[src/rtl/pipeline_pkg.sv]
// Shared pipeline types: hazard FSM states, stall-need encoding and the
// hazard unit debug view.
package pipeline_pkg;

   typedef enum logic [1:0] {
      ST_RUN    = 2'd0,
      ST_STALL  = 2'd1,
      ST_FREEZE = 2'd2
   } hz_state_t;

   // Number of stall cycles the ID instruction needs before it may advance
   localparam logic [1:0] NEED_NONE = 2'd0;
   localparam logic [1:0] NEED_ONE  = 2'd1;
   localparam logic [1:0] NEED_TWO  = 2'd2;

   typedef struct packed {
      hz_state_t  state;
      hz_state_t  ret_state;
      logic [1:0] cnt;
   } hz_dbg_t;

endpackage

[src/rtl/hazard_unit.sv]
// Load-use / branch hazard detection with memory-busy freeze for a 5-stage pipeline.
// Optional HAZARD_PERF_CNT_EN adds stall_cycles and flush_count counters.
module hazard_unit
   import pipeline_pkg::*;
#(
   parameter int REG_W = 5
) (
   input  logic             clk,
   input  logic             rst,
   input  logic [REG_W-1:0] IFID_Rs,
   input  logic [REG_W-1:0] IFID_Rt,
   input  logic             IFID_uses_rt,
   input  logic             IFID_branch,
   input  logic             branch_taken,
   input  logic             IDEX_mem_read,
   input  logic             IDEX_reg_write,
   input  logic [REG_W-1:0] IDEX_dest,
   input  logic             EXMEM_mem_read,
   input  logic [REG_W-1:0] EXMEM_Rd,
   input  logic             mem_busy,
   output logic             pc_write,
   output logic             IFID_write,
   output logic             IFID_flush,
   output logic             IDEX_bubble,
   output logic             stall_active,
`ifdef HAZARD_PERF_CNT_EN
   output logic [31:0]      stall_cycles,
   output logic [31:0]      flush_count,
`endif
   output hz_dbg_t          dbg
);

   hz_state_t  state_q, state_d, ret_q, ret_d, eff_state;
   logic [1:0] cnt_q, cnt_d, need;
   logic       ex_match, mem_match;

   function automatic logic src_match(input logic [REG_W-1:0] r,
                                      input logic [REG_W-1:0] rs,
                                      input logic [REG_W-1:0] rt,
                                      input logic             uses_rt);
      return (r != '0) && ((r == rs) || (uses_rt && (r == rt)));
   endfunction

   always_comb begin
      ex_match  = src_match(IDEX_dest, IFID_Rs, IFID_Rt, IFID_uses_rt);
      mem_match = src_match(EXMEM_Rd, IFID_Rs, IFID_Rt, IFID_uses_rt);
      need      = NEED_NONE;
      if (IFID_branch && IDEX_mem_read && ex_match)
         need = NEED_TWO;
      else if (IDEX_mem_read && ex_match)
         need = NEED_ONE;
      else if (IFID_branch && IDEX_reg_write && ex_match)
         need = NEED_ONE;
      else if (IFID_branch && EXMEM_mem_read && mem_match)
         need = NEED_ONE;
   end

   // A frozen unit behaves as its remembered state once mem_busy drops, so the
   // freeze lasts exactly as long as mem_busy is high.
   always_comb begin
      eff_state   = (state_q == ST_FREEZE) ? ret_q : state_q;
      pc_write    = 1'b1;
      IFID_write  = 1'b1;
      IFID_flush  = 1'b0;
      IDEX_bubble = 1'b0;
      state_d     = eff_state;
      ret_d       = ret_q;
      cnt_d       = cnt_q;
      if (rst) begin
         pc_write    = 1'b0;
         IFID_write  = 1'b0;
         IFID_flush  = 1'b1;
         IDEX_bubble = 1'b1;
      end else if (mem_busy) begin
         pc_write   = 1'b0;
         IFID_write = 1'b0;
         state_d    = ST_FREEZE;
         if (state_q != ST_FREEZE)
            ret_d = state_q;
      end else if (eff_state == ST_STALL) begin
         pc_write    = 1'b0;
         IFID_write  = 1'b0;
         IDEX_bubble = 1'b1;
         cnt_d       = (cnt_q == 2'd0) ? 2'd0 : cnt_q - 2'd1;
         state_d     = (cnt_q <= 2'd1) ? ST_RUN : ST_STALL;
      end else if (need != NEED_NONE) begin
         pc_write    = 1'b0;
         IFID_write  = 1'b0;
         IDEX_bubble = 1'b1;
         cnt_d       = need - 2'd1;
         state_d     = (need == NEED_TWO) ? ST_STALL : ST_RUN;
      end else if (branch_taken) begin
         IFID_flush = 1'b1;
      end
      stall_active = !pc_write && !rst;
   end

   always_ff @(posedge clk) begin
      if (rst) begin
         state_q <= ST_RUN;
         ret_q   <= ST_RUN;
         cnt_q   <= 2'd0;
      end else begin
         state_q <= state_d;
         ret_q   <= ret_d;
         cnt_q   <= cnt_d;
      end
   end

`ifdef HAZARD_PERF_CNT_EN
   always_ff @(posedge clk) begin
      if (rst) begin
         stall_cycles <= 32'd0;
         flush_count  <= 32'd0;
      end else begin
         if (stall_active)
            stall_cycles <= stall_cycles + 32'd1;
         if (IFID_flush)
            flush_count <= flush_count + 32'd1;
      end
   end
`endif

   assign dbg = '{state: state_q, ret_state: ret_q, cnt: cnt_q};

endmodule

[config.mk]
export PLATFORM = sky130hd
export DESIGN_NAME = hazard_unit
export DESIGN_NICKNAME = d
export VERILOG_FILES = /design/src/rtl/pipeline_pkg.sv /design/src/rtl/hazard_unit.sv
export SDC_FILE = /design/constraint.sdc
export NUM_CORES = 1
export LEC_CHECK = 0
export CAP_MARGIN = 20
export CORE_UTILIZATION = 38
export CTS_BUF_LIST = sky130_fd_sc_hd__clkbuf_16
export DETAILED_ROUTE_END_ITERATION = 7
export GPL_ROUTABILITY_DRIVEN = 0
export GPL_TIMING_DRIVEN = 0
export PLACE_DENSITY = 0.83
export SYNTH_ARGS = -nofsm -noshare
export SYNTH_HDL_FRONTEND = slang
export SYNTH_SLANG_ARGS = --single-unit
export TNS_END_PERCENT = 50
[constraint.sdc]
create_clock -name clk -period 4.1 [get_ports clk]
set_input_delay 0.82 -clock clk [delete_from_list [all_inputs] [get_ports clk]]
set_output_delay 0.82 -clock clk [all_outputs]
set_load 0.05 [all_outputs]
==> impl_metrics.csv <==
group,metric,value,unit
floorplan,dieArea,1760,µm²
timing,skew,0.00132,ns
layout,final_net_count,149,
placement,io_buffer_count,37,
critical_path,timing.critical_path.arrival,3.03,ns
floorplan,row_count,14,
placement,dp_slack,-0.354,ns
floorplan,die_y,42.0,µm
synth,ys_async_sr_fraction,0,%
power,power.total,0.310,mW
layout,instances_no_fill,134,
timing,final-hold-violation-count,0,
clocking,numClockSinks,6,
power,ir_drop,0.236,mV
route,antenna_left,0,
synth,synth-seq-cells,6,
timing,min_period_over_period,94.0,%
placement,hpwl_after_detailed_placement,1.36,mm
global_routing,grt_pass1_vias,743,
synth,synth_top_cells_by_count,"18 x sky130_fd_sc_hd__xnor2_1, 8 x sky130_fd_sc_hd__a21oi_1, 6 x sky130_fd_sc_hd__dfxtp_1",
critical_path,cp_max_fo,5,
floorplan,die_width,42.0,µm
timing,hold-worst-slack,0.487,ns
synth,postSynthAreaPerCell,7.78,µm²
global_routing,grt_overflow_total,0,
layout,layout.filler_cells,124,
global_routing,grt_usage,22.7,%
power,internal-power,0.231,mW
status,status,"finished clean",
route,drt-vias-per-instance,5.32,
clocking,clock_tree.htree_level_count,1,
synth,dominantRegCellSynth,"sky130_fd_sc_hd__dfxtp_1",
floorplan,core_region_area,1510,µm²
min_path,hp-class,"flip-flop to flip-flop",
layout,n_antenna_cell,0,
power,p_leak,0.375,nW
synth,syn_nets,107,
synth,seq_area_frac_synth,19.8,%
synth,synth_top_cell_area_share,26.0,%
power,power.share.sequential,19.7,%
layout,drive_gt1_share,9.32,%
synth,synthTopCellsByArea,"sky130_fd_sc_hd__xnor2_1 26%, sky130_fd_sc_hd__dfxtp_1 20%, sky130_fd_sc_hd__a21oi_1 6.6%",
timing,tightest_slew,0.634,ns
power,power.switching,0.0785,mW
clocking,worst_skew_pair.late_latency,0.23,ns
clocking,post_cts_buffers,0,
floorplan,floorplan.initialDensity,40.3,%
critical_path,critical_path_class,"input pin to primary output",
route,initialDrtViolationCount,4,
timing,finalMaxSlewViolations,0,
timing,final_critical_path_setup_slack,0.245,ns
synth,post-synth-top-area-cell,"sky130_fd_sc_hd__xnor2_1",
layout,area_growth_syn_to_layout,74.4,%
synth,ys_types,25,
global_routing,grt_antenna_before_repair,0,
power,power-per-cell-area,292,nW/µm²
clocking,postCtsHoldBufs,0,
clocking,postCtsResizedCells,6,
clocking,tritoncts,"done",
timing,timing.fmax,259,MHz
route,detail_route.first_pass.iterations,4,
route,drt-total-wl,1.77,mm
synth,syn_inst,78,
flow_run,timing.max_cap.violations,0,
global_routing,first_pass_grt_wire_length,3.08,mm
clocking,cts_root_buf,"sky130_fd_sc_hd__clkbuf_16",
timing,grt_setup_unrepaired,"no",
timing,max-slew-margin-rel,57.3,%
clocking,maximum_root_to_sink_buffer_count,2,
floorplan,io_pins,40,
clocking,worst_setup_hold_path_clk_slew,0.03,ns
route,remaining_drc_errors,0,
synth,yosys_synthesis_warning_count,0,
timing,final_period_minus_worst_setup_slack,3.85,ns
power,power.combinational.fraction,29.3,%
global_routing,grt_max_degree,11,
critical_path,worst_ep_required_time,3.28,ns
synth,synth-edff-count,0,
synth,most_repeated_cell_in_the_gate_level_netlist_after_synthesis,"sky130_fd_sc_hd__xnor2_1",
critical_path,critPathLaunchType,"input pin",
critical_path,end_kind,"primary output",
power,power_frac_clock,51.0,%
timing,timing.final.setup_violations,0,
power,power.share.switching,25.4,%
synth,synth_area,607,µm²
route,route.detailed.wl_per_inst,13.2,µm
placement,placedCellCount,131,
clocking,cts_buffers,3,
route,detailroute.via_count,713,
[path summary, 6_finish.rpt]
kind                                  start    endpoint  slack, ns  cells after the start
worst max-delay path            EXMEM_Rd[0]    pc_write       0.25                      8
worst max register to register   state_q[0]  state_q[0]       2.32                      5
worst min register to register     cnt_q[1]    cnt_q[1]       0.49                      2
worst min-delay path               cnt_q[1]    cnt_q[1]       0.49                      2
[flip-flops by register name, indices dropped and copies added, names as in the netlist]
register and count:
state_q 2, ret_q 2, cnt_q 2
[worst max-delay path, cell delays in order]
cell and delay (ns):
sky130_fd_sc_hd__clkdlybuf4s50_1 0.47, sky130_fd_sc_hd__or3_1 0.41, sky130_fd_sc_hd__o311a_1 0.30, sky130_fd_sc_hd__a32o_1 0.27, sky130_fd_sc_hd__or2_1 0.29, sky130_fd_sc_hd__nor3_2 0.15, sky130_fd_sc_hd__buf_4 0.13, sky130_fd_sc_hd__buf_4 0.18
[layer usage]
metal	track usage [%]	up-vias	share of wire (%)
li1	-	358	-
met1	27.0	313	46
met2	37.8	38	44
met3	3.04	4	7.9
met4	14.8	0	1.8
met5	0	-	0
[cells by family (layout without fill, tap and decap cells)]
family	after synthesis	in the layout	synth area share, %
simple gates	24	24	19.6
compound gates	21	21	26.8
xor+xnor	20	20	28.9
buf+inv	7	47	4.95
flops	6	6	19.8
[cell usage in the layout (no fill, tap or decap)]
master,Yosys,routed
sky130_fd_sc_hd__clkdlybuf4s50_1,0,32
sky130_fd_sc_hd__xnor2_1,18,18
sky130_fd_sc_hd__a21oi_1,8,8
sky130_fd_sc_hd__dfxtp_1,6,6
sky130_fd_sc_hd__nor2_1,5,5
sky130_fd_sc_hd__nand2_1,5,5
sky130_fd_sc_hd__inv_1,4,4
sky130_fd_sc_hd__a21o_1,4,4
sky130_fd_sc_hd__nand3_1,3,3
sky130_fd_sc_hd__nand4_1,3,3
sky130_fd_sc_hd__nor3_1,4,3
sky130_fd_sc_hd__clkbuf_16,0,3
sky130_fd_sc_hd__clkbuf_2,0,3
sky130_fd_sc_hd__clkbuf_1,2,2
sky130_fd_sc_hd__o21ai_0,2,2
sky130_fd_sc_hd__xor2_1,2,2
sky130_fd_sc_hd__buf_4,1,2
sky130_fd_sc_hd__o32ai_1,1,1
sky130_fd_sc_hd__o22ai_1,1,1
sky130_fd_sc_hd__or3_1,1,1
sky130_fd_sc_hd__o311a_1,1,1
sky130_fd_sc_hd__a32o_1,1,1
sky130_fd_sc_hd__or2_1,1,1
sky130_fd_sc_hd__nor3_2,0,1
sky130_fd_sc_hd__a2111oi_4,1,1
sky130_fd_sc_hd__nand2b_1,1,1
sky130_fd_sc_hd__a31o_2,1,1
sky130_fd_sc_hd__o221a_1,1,1
sky130_fd_sc_hd__or3b_1,1,1
sky130_fd_sc_hd__dlygate4sd2_1,0,1
[layout make-up]
| type | count | area, µm² | area share [%] |
|---|---|---|---|
| buffer | 3 | 15.0 | 1.42 |
| clock buffer | 3 | 75.1 | 7.09 |
| inverter | 4 | 15.0 | 1.42 |
| multi-input combinational | 65 | 462 | 43.6 |
| sequential | 6 | 120 | 11.3 |
| tap | 16 | 20.0 | 1.89 |
| timing repair buffer | 37 | 352 | 33.2 |
[power groups by stage]
stage | Clock, mW | Combinational, mW | Sequential, mW
floorplan | 0 | 0.0449 | 0.0644
global placement | 0 | 0.0921 | 0.0616
detailed placement | 0 | 0.0928 | 0.0617
CTS | 0.160 | 0.0916 | 0.0609
global route | 0.162 | 0.0977 | 0.0610
finish | 0.158 | 0.0908 | 0.0608
[through the flow]
step                      cell area [µm²]  TNS [ns]  utilization, %
final                                1060         0            70.3
after global routing                 1060         0            70.3
after CTS                            1070         0            71.0
after detailed placement             1000    -0.968            66.5
after global placement               1000    -0.864            66.5
after floorplan                       612         0               -
Power figures use the tool's default switching activity.
==> variant (config.mk and constraints unchanged) <==
Set the parameter `REG_W` to 7 (it was 5).
--- a/src/rtl/hazard_unit.sv
+++ b/src/rtl/hazard_unit.sv
@@ -3,7 +3,7 @@
 module hazard_unit
    import pipeline_pkg::*;
 #(
-   parameter int REG_W = 5
+   parameter int REG_W = 7
 ) (
    input  logic             clk,
    input  logic             rst,
Ports: changed (resized EXMEM_Rd, IDEX_dest, IFID_Rs and IFID_Rt); port bits go from 40 to 48. No check against the original RTL was run, so the function may have changed too.
==> variant against the unedited design <==
Cell area grew 24%. Routed wire length grew 48%. Sequential cell count is the same. Via count grew 26%. Worst setup slack lost 0.082 ns. Area after synthesis grew 24%. Total power grew 4.8%. Register-to-register slack gained 0.10 ns. Cell count grew 25%. Sequential share of layout area shrank 2.2 points.
==> variant: results (changes against the unedited design) <==
hold_ws=0.532 ns (was 0.487 ns); slowest CP cell=dlygate4sd2_1 (was clkdlybuf4s50_1); fin crit share=96.0% (was 94.0%); Worst R2R Setup Slack=2.42 ns (was 2.32 ns); area share of fa/ha/maj cells after synthesis=0% (unchanged); CP peak stage delay=0.57 ns (was 0.47 ns); CTS resizes=5 (was 6); fraction of the mapped netlist area in compound gates=23.7% (was 26.8%); syn_nets=131 (was 107); Worst Hold End=cnt_q[0]$_SDFFE_PP0P_ (was cnt_q[1]$_SDFFE_PP0P_); Crit path arrival time=3.12 ns (was 3.03 ns); sequential share of power=18.6% (was 19.7%); reg2reg end=state_q[0]$_SDFF_PP0_ (unchanged); Layout Nets=182 (was 149); Seq/Total Area, Yosys=16.0% (was 19.8%); Least-Margin Pin Slew=0.526 ns (was 0.634 ns); Switching Share=26.0% (was 25.4%); met2 Use GR=43.9% (was 37.8%); hold path startpoint=cnt_q[0]$_SDFFE_PP0P_ (was cnt_q[1]$_SDFFE_PP0P_); Crit Reg-Reg Startpoint=state_q[0]$_SDFF_PP0_ (unchanged); vias in the first global route=873 (was 743); IO Port Bufs=46 (was 37); final HPWL from detailed placement=2.04 mm (was 1.36 mm); Top Family by Delay on Critical Path=buffers and inverters (was simple AND/OR/NAND/NOR gates); drt first pass iters=4 (unchanged); Post-Place Worst Slack=-0.225 ns (was -0.354 ns); maximum vdd drop=0.261 mV (was 0.236 mV); Via density=5.33 (was 5.32); routing usage on met1=32.6% (was 27.0%); Detail Route met2 WL=1.24 mm (was 783 µm); Distinct cells, synth=31 (was 25); dpl cell area=1240 µm² (was 1000 µm²); WL/cell=15.6 µm (was 13.2 µm); final wirelength=2.62 mm (was 1.77 mm); Reg2Reg Depth=4 (was 5); XOR/XNOR share of the synthesized area=32.7% (was 28.9%); cells after synthesis=94 (was 78); gr usage total=26.2% (was 22.7%); Comb power=0.106 mW (was 0.0908 mW); share of layout cells above drive strength 1=6.29% (was 9.32%); met3 GRT Util=6.67% (was 3.04%); most common library cells after synthesis=22 x xnor2_1, 7 x nand4_1, 6 x a21oi_1, 6 x dfxtp_1, 6 x xor2_1 (was 18 x xnor2_1, 8 x a21oi_1, 6 x dfxtp_1); status=complete, no violations (unchanged); DR iter-0 viols=18 (was 4); sw power=0.0844 mW (was 0.0785 mW); routed wl met3=215 µm (was 140 µm); M1 WL=1.14 mm (was 815 µm); critical path fanouts, max=6 (was 5); first-pass GRT wire length=3.99 mm (was 3.08 mm); top post-synthesis cells by area=xnor2_1 26%, dfxtp_1 16%, xor2_1 7.0% (was xnor2_1 26%, dfxtp_1 20%, a21oi_1 6.6%); clk_skew=0.00150 ns (was 0.00132 ns); Largest regs=cnt_q x2, ret_q x2, state_q x2 (unchanged); Cells after DPL=165 (was 131); leakage dissipation=0.442 nW (was 0.375 nW)
## variant: cell types whose count changed after synthesis, sizes merged, moves of 2 or more
cell     delta
nand4       +4
o2111ai     +2
o211ai      +3
nor2        -2
xor2        +4
nand3       -3
nand3b      +2
a21oi       -2
nor4        +4
a21o        -2
xnor2       +4
## variant: how the worst max path moves through the flow
| stage | start | endpoint | depth (start not counted) |
|---|---|---|---|
| floorplan | IFID_Rs[2] | pc_write | 6 |
| global placement | IDEX_dest[2] | pc_write | 8 |
| detailed placement | IDEX_dest[2] | pc_write | 8 |
| CTS | IDEX_dest[2] | pc_write | 8 |
| global route | IDEX_dest[2] | IFID_write | 7 |
| finish | IDEX_dest[2] | IFID_flush | 7 |
## variant: cell type report
class | count | area, µm²
timing repair buffer | 46 | 450
sequential | 6 | 120
buffer | 3 | 15.0
multi-input combinational | 81 | 601
fill | 149 | 475
tap | 25 | 31.3
inverter | 4 | 15.0
clock buffer | 3 | 75.1
